### src/rtl/lrn_pkg.sv
// lrn_pkg: engine state encoding and default widths for the LRN window engine
package lrn_pkg;
  typedef enum logic [2:0] {IDLE, FILL, DEN, DIV, OUT, WDONE} lrn_eng_state_t;
  localparam int LRN_DATA_WIDTH = 16;
  localparam int LRN_WIN_MAX    = 16;
  localparam int LRN_SQ_WIDTH   = 40;
  localparam int LRN_FRAC_BITS  = 8;
  localparam int LRN_K_CONST    = 1;
endpackage

### src/rtl/lrn_div_seq.sv
// lrn_div_seq: restoring divider, one quotient bit per cycle, saturating to OUT_WIDTH
//   core_clk, reset_n : clock, async active-low reset
//   start             : load num/den and begin (restarts any division in flight)
//   num, den          : dividend / divisor (den must be non-zero)
//   done              : one-cycle pulse, quotient valid from here until the next start
//   quotient, sat     : saturated quotient, set when the true quotient exceeds OUT_WIDTH
module lrn_div_seq import lrn_pkg::*; #(
  parameter int NUM_WIDTH = LRN_DATA_WIDTH + LRN_FRAC_BITS,
  parameter int DEN_WIDTH = LRN_SQ_WIDTH + 1,
  parameter int OUT_WIDTH = LRN_DATA_WIDTH
) (
  input  logic                 core_clk,
  input  logic                 reset_n,
  input  logic                 start,
  input  logic [NUM_WIDTH-1:0] num,
  input  logic [DEN_WIDTH-1:0] den,
  output logic                 done,
  output logic [OUT_WIDTH-1:0] quotient,
  output logic                 sat
);
  localparam int CW = $clog2(NUM_WIDTH + 1);
  logic                 run;
  logic [CW-1:0]        cnt;
  logic [DEN_WIDTH-1:0] rem, d, diff;
  logic [NUM_WIDTH-1:0] qn;
  logic [DEN_WIDTH:0]   trial;
  logic                 ge;
  // qn shifts dividend bits out of the top while quotient bits enter at the bottom
  assign trial = {rem, qn[NUM_WIDTH-1]};
  assign ge    = trial >= {1'b0, d};
  assign diff  = trial[DEN_WIDTH-1:0] - d;
  always_ff @(posedge core_clk or negedge reset_n) begin
    if (!reset_n) begin
      run <= 1'b0;
      cnt <= '0;
      rem <= '0;
      d   <= '0;
      qn  <= '0;
    end else if (start) begin
      run <= 1'b1;
      cnt <= CW'(NUM_WIDTH);
      rem <= '0;
      d   <= den;
      qn  <= num;
    end else if (run) begin
      if (cnt != '0) begin
        rem <= ge ? diff : trial[DEN_WIDTH-1:0];
        qn  <= {qn[NUM_WIDTH-2:0], ge};
        cnt <= cnt - 1'b1;
      end else begin
        run <= 1'b0;
      end
    end
  end
  assign done     = run && cnt == '0;
  assign sat      = |qn[NUM_WIDTH-1:OUT_WIDTH];
  assign quotient = sat ? '1 : qn[OUT_WIDTH-1:0];
endmodule

### src/rtl/lrn_window_engine.sv
// lrn_window_engine: buffers one channel window, sums squares, normalises each sample and streams results
//   core_clk, reset_n          : clock, async active-low reset
//   start, clear               : begin layer (IDLE only) / sync abort to IDLE
//   win_len, alpha_shift       : samples per window (latched on start) / live denominator shift
//   rd_valid, rd_data          : GLB read side, accepted only in FILL
//   div_out_valid/ready/data   : result write port
//   full_flag                  : window captured, processing in progress
//   normalized_window          : one-cycle pulse after the last result of a window
//   busy, err_status           : not IDLE / sticky {saturation, overrun}
// Build option: define LRN_ERR_STATUS_EN to enable err_status detection, otherwise it reads 2'b00.
module lrn_window_engine import lrn_pkg::*; #(
  parameter int DATA_WIDTH = LRN_DATA_WIDTH,
  parameter int WIN_MAX    = LRN_WIN_MAX,
  parameter int CNT_WIDTH  = $clog2(WIN_MAX + 1),
  parameter int SQ_WIDTH   = LRN_SQ_WIDTH,
  parameter int FRAC_BITS  = LRN_FRAC_BITS,
  parameter int K_CONST    = LRN_K_CONST
) (
  input  logic                  core_clk,
  input  logic                  reset_n,
  input  logic                  start,
  input  logic                  clear,
  input  logic [CNT_WIDTH-1:0]  win_len,
  input  logic [5:0]            alpha_shift,
  input  logic                  rd_valid,
  input  logic [DATA_WIDTH-1:0] rd_data,
  output logic                  full_flag,
  output logic                  div_out_valid,
  input  logic                  div_out_ready,
  output logic [DATA_WIDTH-1:0] div_out_data,
  output logic                  normalized_window,
  output logic                  busy,
  output logic [1:0]            err_status
);
  localparam int AW = $clog2(WIN_MAX);
  lrn_eng_state_t          state, nxt;
  logic [CNT_WIDTH-1:0]    wlen, wr_cnt, rd_cnt, len_clamp;
  logic [SQ_WIDTH-1:0]     acc;
  logic [SQ_WIDTH:0]       den, den_c, acc_sum;
  logic [2*DATA_WIDTH-1:0] sq;
  logic [DATA_WIDTH-1:0]   win_buf [WIN_MAX];
  logic [DATA_WIDTH-1:0]   div_q;
  logic                    take, hs, last_wr, last_rd;
  logic                    div_start, div_done, div_sat, div_issued, div_fin;
  assign len_clamp = win_len > CNT_WIDTH'(WIN_MAX) ? CNT_WIDTH'(WIN_MAX) : win_len;
  assign take      = state == FILL && rd_valid;
  assign hs        = state == OUT && div_out_ready;
  assign last_wr   = CNT_WIDTH'(wr_cnt + 1'b1) == wlen;
  assign last_rd   = CNT_WIDTH'(rd_cnt + 1'b1) == wlen;
  assign sq        = (2*DATA_WIDTH)'(rd_data) * (2*DATA_WIDTH)'(rd_data);
  assign acc_sum   = {1'b0, acc} + (SQ_WIDTH+1)'(sq);
  assign den_c     = (SQ_WIDTH+1)'(K_CONST) + (SQ_WIDTH+1)'(acc >> alpha_shift);
  // a division started before a clear may still finish; only a done we asked for counts
  assign div_start = state == DIV && !div_issued;
  assign div_fin   = div_done && div_issued;
  always_comb begin
    nxt = state;
    case (state)
      IDLE:    nxt = start && win_len != '0 ? FILL : IDLE;
      FILL:    nxt = take && last_wr ? DEN : FILL;
      DEN:     nxt = DIV;
      DIV:     nxt = div_fin ? OUT : DIV;
      OUT:     nxt = div_out_ready ? (last_rd ? WDONE : DIV) : OUT;
      WDONE:   nxt = FILL;
      default: nxt = IDLE;
    endcase
    if (clear) nxt = IDLE;
  end
  always_ff @(posedge core_clk or negedge reset_n) begin
    if (!reset_n) begin
      state      <= IDLE;
      wlen       <= '0;
      wr_cnt     <= '0;
      rd_cnt     <= '0;
      acc        <= '0;
      den        <= '0;
      full_flag  <= 1'b0;
      div_issued <= 1'b0;
    end else begin
      state      <= nxt;
      div_issued <= !clear && (div_start || (div_issued && !div_done));
      if (clear || state == WDONE) begin
        wr_cnt    <= '0;
        rd_cnt    <= '0;
        acc       <= '0;
        full_flag <= 1'b0;
      end else begin
        if (state == IDLE && start) wlen <= len_clamp;
        if (take) begin
          wr_cnt <= wr_cnt + 1'b1;
          acc    <= acc_sum[SQ_WIDTH] ? '1 : acc_sum[SQ_WIDTH-1:0];
        end
        if (take && last_wr) full_flag <= 1'b1;
        if (state == DEN) den <= den_c;
        if (hs) rd_cnt <= rd_cnt + 1'b1;
      end
    end
  end
  // window contents are only meaningful between FILL and WDONE, so no reset is needed
  always_ff @(posedge core_clk) begin
    if (take) win_buf[wr_cnt[AW-1:0]] <= rd_data;
  end
  lrn_div_seq #(
    .NUM_WIDTH(DATA_WIDTH + FRAC_BITS),
    .DEN_WIDTH(SQ_WIDTH + 1),
    .OUT_WIDTH(DATA_WIDTH)
  ) u_div (
    .core_clk (core_clk),
    .reset_n  (reset_n),
    .start    (div_start),
    .num      ({win_buf[rd_cnt[AW-1:0]], {FRAC_BITS{1'b0}}}),
    .den      (den),
    .done     (div_done),
    .quotient (div_q),
    .sat      (div_sat)
  );
  assign busy              = state != IDLE;
  assign div_out_valid     = state == OUT;
  assign div_out_data      = div_out_valid ? div_q : '0;
  assign normalized_window = state == WDONE;
`ifdef LRN_ERR_STATUS_EN
  logic [1:0] err;
  always_ff @(posedge core_clk or negedge reset_n) begin
    if (!reset_n) err <= 2'b00;
    else if (clear || (state == IDLE && start)) err <= 2'b00;
    else err <= err | {(take && acc_sum[SQ_WIDTH]) || (div_fin && div_sat), rd_valid && state != FILL};
  end
  assign err_status = err;
`else
  logic unused_sat;
  assign unused_sat = div_sat;
  assign err_status = 2'b00;
`endif
endmodule

### config.mk
export PLATFORM = sky130hd
export DESIGN_NAME = lrn_window_engine
export DESIGN_NICKNAME = d
export VERILOG_FILES = /design/src/rtl/lrn_pkg.sv /design/src/rtl/lrn_div_seq.sv /design/src/rtl/lrn_window_engine.sv
export SDC_FILE = /design/constraint.sdc
export NUM_CORES = 1
export LEC_CHECK = 0
export CORE_MARGIN = 2
export CORE_UTILIZATION = 61
export DETAILED_ROUTE_END_ITERATION = 10
export HOLD_SLACK_MARGIN = 0.12
export MAX_ROUTING_LAYER = met4
export PLACE_DENSITY_LB_ADDON = 0.15
export SYNTH_ARGS = -nofsm -noshare
export SYNTH_HDL_FRONTEND = slang
export SYNTH_HIERARCHICAL = 1
export SYNTH_SLANG_ARGS = --single-unit
### constraint.sdc
create_clock -name core_clk -period 10 [get_ports core_clk]
set_input_delay 2 -clock core_clk [delete_from_list [all_inputs] [get_ports core_clk]]
set_output_delay 2 -clock core_clk [all_outputs]
set_load 0.005 [all_outputs]
==> reports/metrics.cfg, run 1 <==
[run_status]
status = completed

[yosys]
yosysSeqAreaShare_pct = 38.2
ys_ff_latch = 469
synthFlopType = edfxtp_1
synth_edf_count = 256
yosys.area.top_type = edfxtp_1
synth_area_per_cell_um2 = 10.7
synth.yosys.warnings = 6
synth.area.top_cells = edfxtp_1 23%, dfrtp_1 16%, fa_1 11%
yosysMostFrequentCell = inv_1
synthDistinctLibCells = 116
synth_top_area_share_pct = 22.6
syn_area_um2 = 34100
postSynthCellCount = 3173
async_flop_share_pct = 45.4
synth_common_cells = 425 x inv_1, 359 x nand2_1, 256 x edfxtp_1

[floorplan]
rows = 86
initial_utilization_pct = 61.7
coreArea_um2 = 55200
die_h_um = 240
dieArea_um2 = 57800
die_w_um = 240
ios = 55

[route]
dr_total_vias = 24500
drtIter0Drc = 1924
route.detailed.wl_per_inst_um = 22.8
avgViaCountPerCell = 6.16
finalWirelength_um = 90700
drc = 0
ant_nets = 0
first_pass_iters = 6

[clocking]
hold_buffers = 0
cts_buffer_depth = 3
cts_htree_levels = 2
clkTransAtPathRegs_ps = 60
cts_resized = 0
clk_latency_ps = 620
cts_tree = yes
cts_root_buffer = clkbuf_16
cts_buffers = 49
cts_setup_buffers = 0
cts.sinks = 469

[sta]
fin_crit_ps = 8810
post-route-period-util_pct = 88.1
final.setup_skew_ps = 44.3
hold_viol_final = 0
timing.setup.tns_ps = 0
worstMarginPinSlew_ps = 1220
rsz0062_at_grt = false
max_freq_mhz = 114
relSlewSlack_pct = 18.5
setup_viol = 0
drv_slew = 0

[critical_path]
cp.arrival_ps = 9280
end_kind = register
start_kind = input port
critPathKind = in -> reg
cp.required_ps = 10470
cp_max_fo = 31

[place]
dp_hpwl_um = 64000
dpl_cell_area_um2 = 35200
portBuffers = 52
gp_congestion = 0.954

[cells_and_area]
drive_gt1_share_pct = 11.7
nFillCells = 4224
multi_input_area_um2 = 18700
seq_area_um2 = 13000
finalInstanceArea_um2 = 37000
area_growth_pct = 8.56
utilization_pct = 67.0
fin_nets = 3565

[grt]
overflow = 0
grt_pass1_vias = 24700
grt_use_total_pct = 33.4
grt_max_degree = 104
antenna_found_initial = 9
grt_pass1_wl_um = 142000

[power]
p_per_area_nw_per_um2 = 304
ir_drop_uv = 599
internal_power_mw = 6.18
finalPower_mw = 11.2
pwr-share-clk_pct = 17.4
p_sw_share_pct = 45.0
p_leak_nw = 15.9
switchingPower_mw = 5.06
combPwrFrac_pct = 62.2
seqPwrFrac_pct = 20.5

[run]
max_cap_violations = 0

[min_path]
min_path_type = reg -> reg

layer usage:
layer / GRT usage [%] / part of all wire [%] / up-vias
met5: - / 0 / -
met4: 9.39 / 2.8 / 0
met3: 5.32 / 6.9 / 166
met2: 52.2 / 47 / 903
met1: 45.8 / 43 / 12400
li1: - / - / 11100
power groups by stage:
stage          Sequential (mW)  Combinational, mW  Clock [mW]
5_1_grt                   2.31               7.81        2.05
6_report                  2.30               6.99        1.95
3_5_place_dp              2.34               6.86           0
3_3_place_gp              2.33               6.73           0
4_1_cts                   2.30               6.92        1.98
2_1_floorplan             2.27               5.50           0
registers in the layout, summed over array words and instances, names as in the netlist, 3 cells and up:
signal	cells
den	41
acc	40
win_buf	256
wr_cnt	5
u_div/rem	41
wlen	5
rd_cnt	5
u_div/cnt	5
state	3
u_div/qn	24
u_div/d	41
per-stage QoR:
stage	hold slack (ps)	setup WS, ps	std cells
2_1_floorplan	439	1920	3182
3_3_place_gp	463	748	3877
3_5_place_dp	474	686	3877
4_1_cts	467	1270	3969
5_1_grt	492	815	3978
6_report	464	1190	3978
kinds of logic after synthesis:
family | Yosys count | share of synthesized area [%]
muxes | 239 | 11.6
buffers and inverters | 591 | 7.21
AOI/OAI and AO/OA | 570 | 11.0
DFF | 469 | 38.2
and+or+nand+nor | 838 | 11.9
xor gates and xnor gates | 113 | 2.90
adders and majority gates | 352 | 17.2
other | 1 | 0.0110
worst paths after layout:
kind | start | to | slack [ps] | cells past startpoint
max | rd_data[13] | acc[5]$_DFFE_PN0P_ | 1190 | 26
min | den[21]$_DFFE_PN0P_ | u_div/d[21]$_DFFE_PN0P_ | 460 | 2
max reg2reg | acc[8]$_DFFE_PN0P_ | acc[39]$_DFFE_PN0P_ | 4180 | 18
min reg2reg | den[21]$_DFFE_PN0P_ | u_div/d[21]$_DFFE_PN0P_ | 460 | 2
max in group asynchronous | reset_n | den[23]$_DFFE_PN0P_ | 6370 | 3
min in group asynchronous | reset_n | u_div/qn[13]$_DFFE_PN0P_ | 1330 | 1
cells in the final DEF (no fill, tap or decap), types with 9 or more instances in the layout:
cell type,Yosys,routed
inv_1,425,425
nand2_1,359,359
edfxtp_1,256,256
dfrtp_1,213,211
fa_1,193,193
o21ai_0,187,187
ha_1,159,159
nor2_1,149,147
mux4_2,114,114
a21oi_1,112,111
mux2i_1,88,88
and2_1,67,67
xnor2_1,61,61
buf_4,8,58
xor2_1,52,52
clkdlybuf4s50_1,0,50
clkbuf_16,0,49
a21o_1,48,48
nand3_1,47,47
mux2_2,32,32
nor3_1,32,27
or2_2,26,26
nand2b_1,24,24
o211ai_1,24,24
a31oi_1,23,23
a211oi_1,23,23
nor4_1,22,22
nand4_1,22,22
nor2b_1,19,17
o21a_1,16,16
and3_1,12,12
o21ai_1,12,12
conb_1,1,10
clkinv_2,0,10
diode_2,0,9
nand3b_1,9,9
a211o_1,9,9
final cells by class:
type                            instances  area share (%)
Antenna cell                            9          0.0609
Clock buffer                           63            3.65
Clock inverter                         29            1.11
Inverter                              428            4.34
Multi-Input combinational cell       2122            50.5
Sequential cell                       469            35.2
Tap cell                              748            2.53
Timing Repair Buffer                  110            2.58
critical path, cell delays in order:
cell             delay (ps)
clkdlybuf4s50_1         480
buf_4                   370
inv_1                   270
nor2_1                  270
ha_1                    300
xnor2_1                 170
fa_1                    550
inv_1                    50
fa_1                    520
inv_1                    60
fa_1                    490
fa_1                    500
inv_1                    50
fa_1                    470
inv_1                    50
ha_1                    360
a21oi_1                 220
o21ai_0                 130
a2111o_1                460
a21boi_0                340
a211o_1                 230
a21o_1                  210
a21oi_2                  90
buf_4                   250
o21ai_0                 240
nand2_1                  80
Power figures use the tool's default switching activity.
==> inputs of run 2 (changes only) <==
CORE_ASPECT_RATIO = 1.1   (was not set)
==> run 2 against run 1 <==
  * Critical endpoint is now acc[30]$_DFFE_PN0P_
  * Highest routed layer unchanged
  * Critical path depth decreased by 3
  * Register-to-register slack is essentially flat
  * Largest cell class unchanged
  * Maximum frequency down 2.0%
  * Core utilization is 0.071 points higher
  * Clock power barely moved
  * Combinational power down 2%
  * Cell area fell by 0.14%
  * Non-clock buffer count increased by 3
  * Sequential power about the same
==> reports/metrics.cfg, run 2 (synthesized netlist as in run 1, its figures left out) <==
[run_status]
status = completed

[grt]
grt_pass1_wl_um = 137000  ; -4.1%
antenna_found_initial = 1  ; -8
grt_max_degree = 106  ; +1.9%
grt.busiest_layer = met2
met1_usage_pct = 41.1  ; -4.7 points
grt_use_total_pct = 31.1  ; -2.3 points
use_met2_pct = 51.3  ; -0.90 points
overflow = 0  ; unchanged
grt_pass1_vias = 24600  ; -0.52%
grt_use_met3_pct = 3.32  ; -2.0 points

[place]
portBuffers = 52  ; unchanged
gp_congestion = 0.951  ; -0.23%
pre_cts_slack_ps = 524  ; -162 ps
dp_hpwl_um = 61400  ; -4.0%

[route]
route.detailed.wl_per_inst_um = 21.5  ; -5.8%
drc = 0  ; unchanged
avgViaCountPerCell = 6.06  ; -1.6%
drtIter0Drc = 2000  ; +4.0%
first_pass_iters = 7  ; +1
ant_nets = 0  ; unchanged
finalWirelength_um = 85000  ; -6.2%
dr_total_vias = 24000  ; -2.1%

[floorplan]
initial_utilization_pct = 61.9  ; +0.15 points
ios = 55  ; unchanged
dieArea_um2 = 57800  ; about the same
die_h_um = 252  ; +4.8%
rows = 90  ; +4.7%
coreArea_um2 = 55100  ; -0.24%
die_w_um = 229  ; -4.6%

[power]
p_leak_nw = 15.9  ; -0.16%
seqPwrFrac_pct = 20.6  ; about the same
p_sw_share_pct = 44.5  ; -0.51 points
switchingPower_mw = 4.93  ; -2.4%
combPwrFrac_pct = 61.9  ; -0.3 points
internal_power_mw = 6.16  ; -0.40%
p_per_area_nw_per_um2 = 300  ; -1.2%
ir_drop_uv = 417  ; -30%
finalPower_mw = 11.1  ; -1.3%
pwr-share-clk_pct = 17.5  ; about the same

[sta]
worst_slack_ps = 1010  ; -181 ps
setup_viol = 0  ; unchanged
rsz0062_at_grt = false
timing.setup.tns_ps = 0  ; unchanged
relSlewSlack_pct = 21.6  ; +3.1 points
post-route-period-util_pct = 89.9  ; +1.8 points
holdWs_ps = 461  ; -3.06 ps
worstMarginPinSlew_ps = 1180  ; -43.1 ps
drv_slew = 0  ; unchanged
max_freq_mhz = 111  ; -2.0%
fin_crit_ps = 8990  ; +181 ps
final.setup_skew_ps = 50.0  ; +5.74 ps
hold_viol_final = 0  ; unchanged

[clocking]
cts_buffers = 49  ; unchanged
cts_resized = 0  ; unchanged
cts_tree = yes
clkTransAtPathRegs_ps = 60  ; about the same
hold_buffers = 0  ; unchanged
clk_latency_ps = 610  ; about the same
cts_htree_levels = 2  ; unchanged
cts_setup_buffers = 0  ; unchanged
cts.sinks = 469  ; unchanged
cts_root_buffer = clkbuf_16
cts_buffer_depth = 3  ; unchanged

[cells_and_area]
num_antenna_cells = 0  ; -9
area_growth_pct = 8.41
seq_area_um2 = 13000  ; about the same
fin_nets = 3568  ; +0.084%
mostFrequentLayoutCells = 425 x inv_1, 359 x nand2_1, 256 x edfxtp_1, 210 x dfrtp_1, 193 x fa_1
drive_gt1_share_pct = 11.5  ; -0.13 points
nFillCells = 4147  ; -1.8%
largest_reg_flops = 256  ; unchanged
multi_input_area_um2 = 18700  ; about the same
layout_commonest_cell = inv_1

[critical_path]
end_kind = register
critPathKind = in -> reg
start_kind = input port
cp_max_fo = 32  ; +3.2%
cp.required_ps = 10450  ; -20 ps
r2r_cells = 18  ; unchanged
cp.arrival_ps = 9440  ; +160 ps

[min_path]
min_path_type = reg -> reg
min_path_cells = 2  ; unchanged

[run]
max_cap_violations = 0  ; unchanged

run 2: changes by cell type in the layout (fill, tap and decap cells not counted), moves of 2 or more:
| cell | change |
|---|---|
| diode_2 | -9 |
| clkbuf_8 | -6 |
| clkinv_1 | +6 |
| clkinv_2 | -5 |
| buf_4 | +3 |
| bufinv_16 | +2 |
| clkinvlp_4 | +2 |
run 2: critical path, stage by stage:
cell             delay, ps
clkdlybuf4s50_1        900
and2_1                 410
fa_1                   560
inv_1                   60
fa_1                   460
fa_1                   560
inv_1                   60
fa_1                   540
inv_1                   50
fa_1                   470
inv_1                   50
fa_1                   430
ha_1                   360
a21oi_1                310
o21ai_0                180
a2111o_1               470
a21boi_0               320
a211o_1                250
a21o_1                 200
a21oi_2                 70
buf_4                  220
and2_1                 230
a221o_1                270
run 2: per-layer routing:
metal / part of all wire, % / vias to the layer above
li1: - / 11100
met1: 42 / 12000
met2: 49 / 776
met3: 5.8 / 167
met4: 3.1 / 0
met5: 0 / -
run 2: worst paths after layout:
path | start | to | slack [ps]
max in group asynchronous | reset_n | u_div/d[28]$_DFFE_PN0P_ | 7170
min reg2reg | den[38]$_DFFE_PN0P_ | u_div/d[38]$_DFFE_PN0P_ | 460
min | den[38]$_DFFE_PN0P_ | u_div/d[38]$_DFFE_PN0P_ | 460
max reg2reg | acc[8]$_DFFE_PN0P_ | acc[35]$_DFFE_PN0P_ | 4190
max | rd_data[9] | acc[30]$_DFFE_PN0P_ | 1010
min in group asynchronous | reset_n | u_div/qn[7]$_DFFE_PN0P_ | 1350
run 2: cell type report:
cell class                 count  area share, %
timing repair buffer         113           2.65
sequential                   469           35.3
tap                          736           2.49
multi-input combinational   2122           50.6
inverter                     428           4.35
clock buffer                  57           3.43
clock inverter                34           1.25
run 2: per-stage QoR:
| stage | utilization, % | cell area, um^2 | std cells |
|---|---|---|---|
| finish | 67.1 | 36900 | 3959 |
| global route | 67.1 | 36900 | 3959 |
| floorplan | - | 34100 | 3182 |
| detailed placement | 63.9 | 35200 | 3868 |
| global placement | 63.9 | 35200 | 3868 |
| CTS | 67.1 | 36900 | 3959 |
run 2: power by group through the flow:
| stage | combinational, mW | clock [mW] | sequential, mW |
|---|---|---|---|
| after global placement | 6.73 | 0 | 2.31 |
| after detailed placement | 6.79 | 0 | 2.32 |
| final | 6.86 | 1.95 | 2.28 |
| after floorplan | 5.50 | 0 | 2.27 |
| after CTS | 6.85 | 1.97 | 2.28 |
| after global routing | 7.69 | 2.04 | 2.30 |
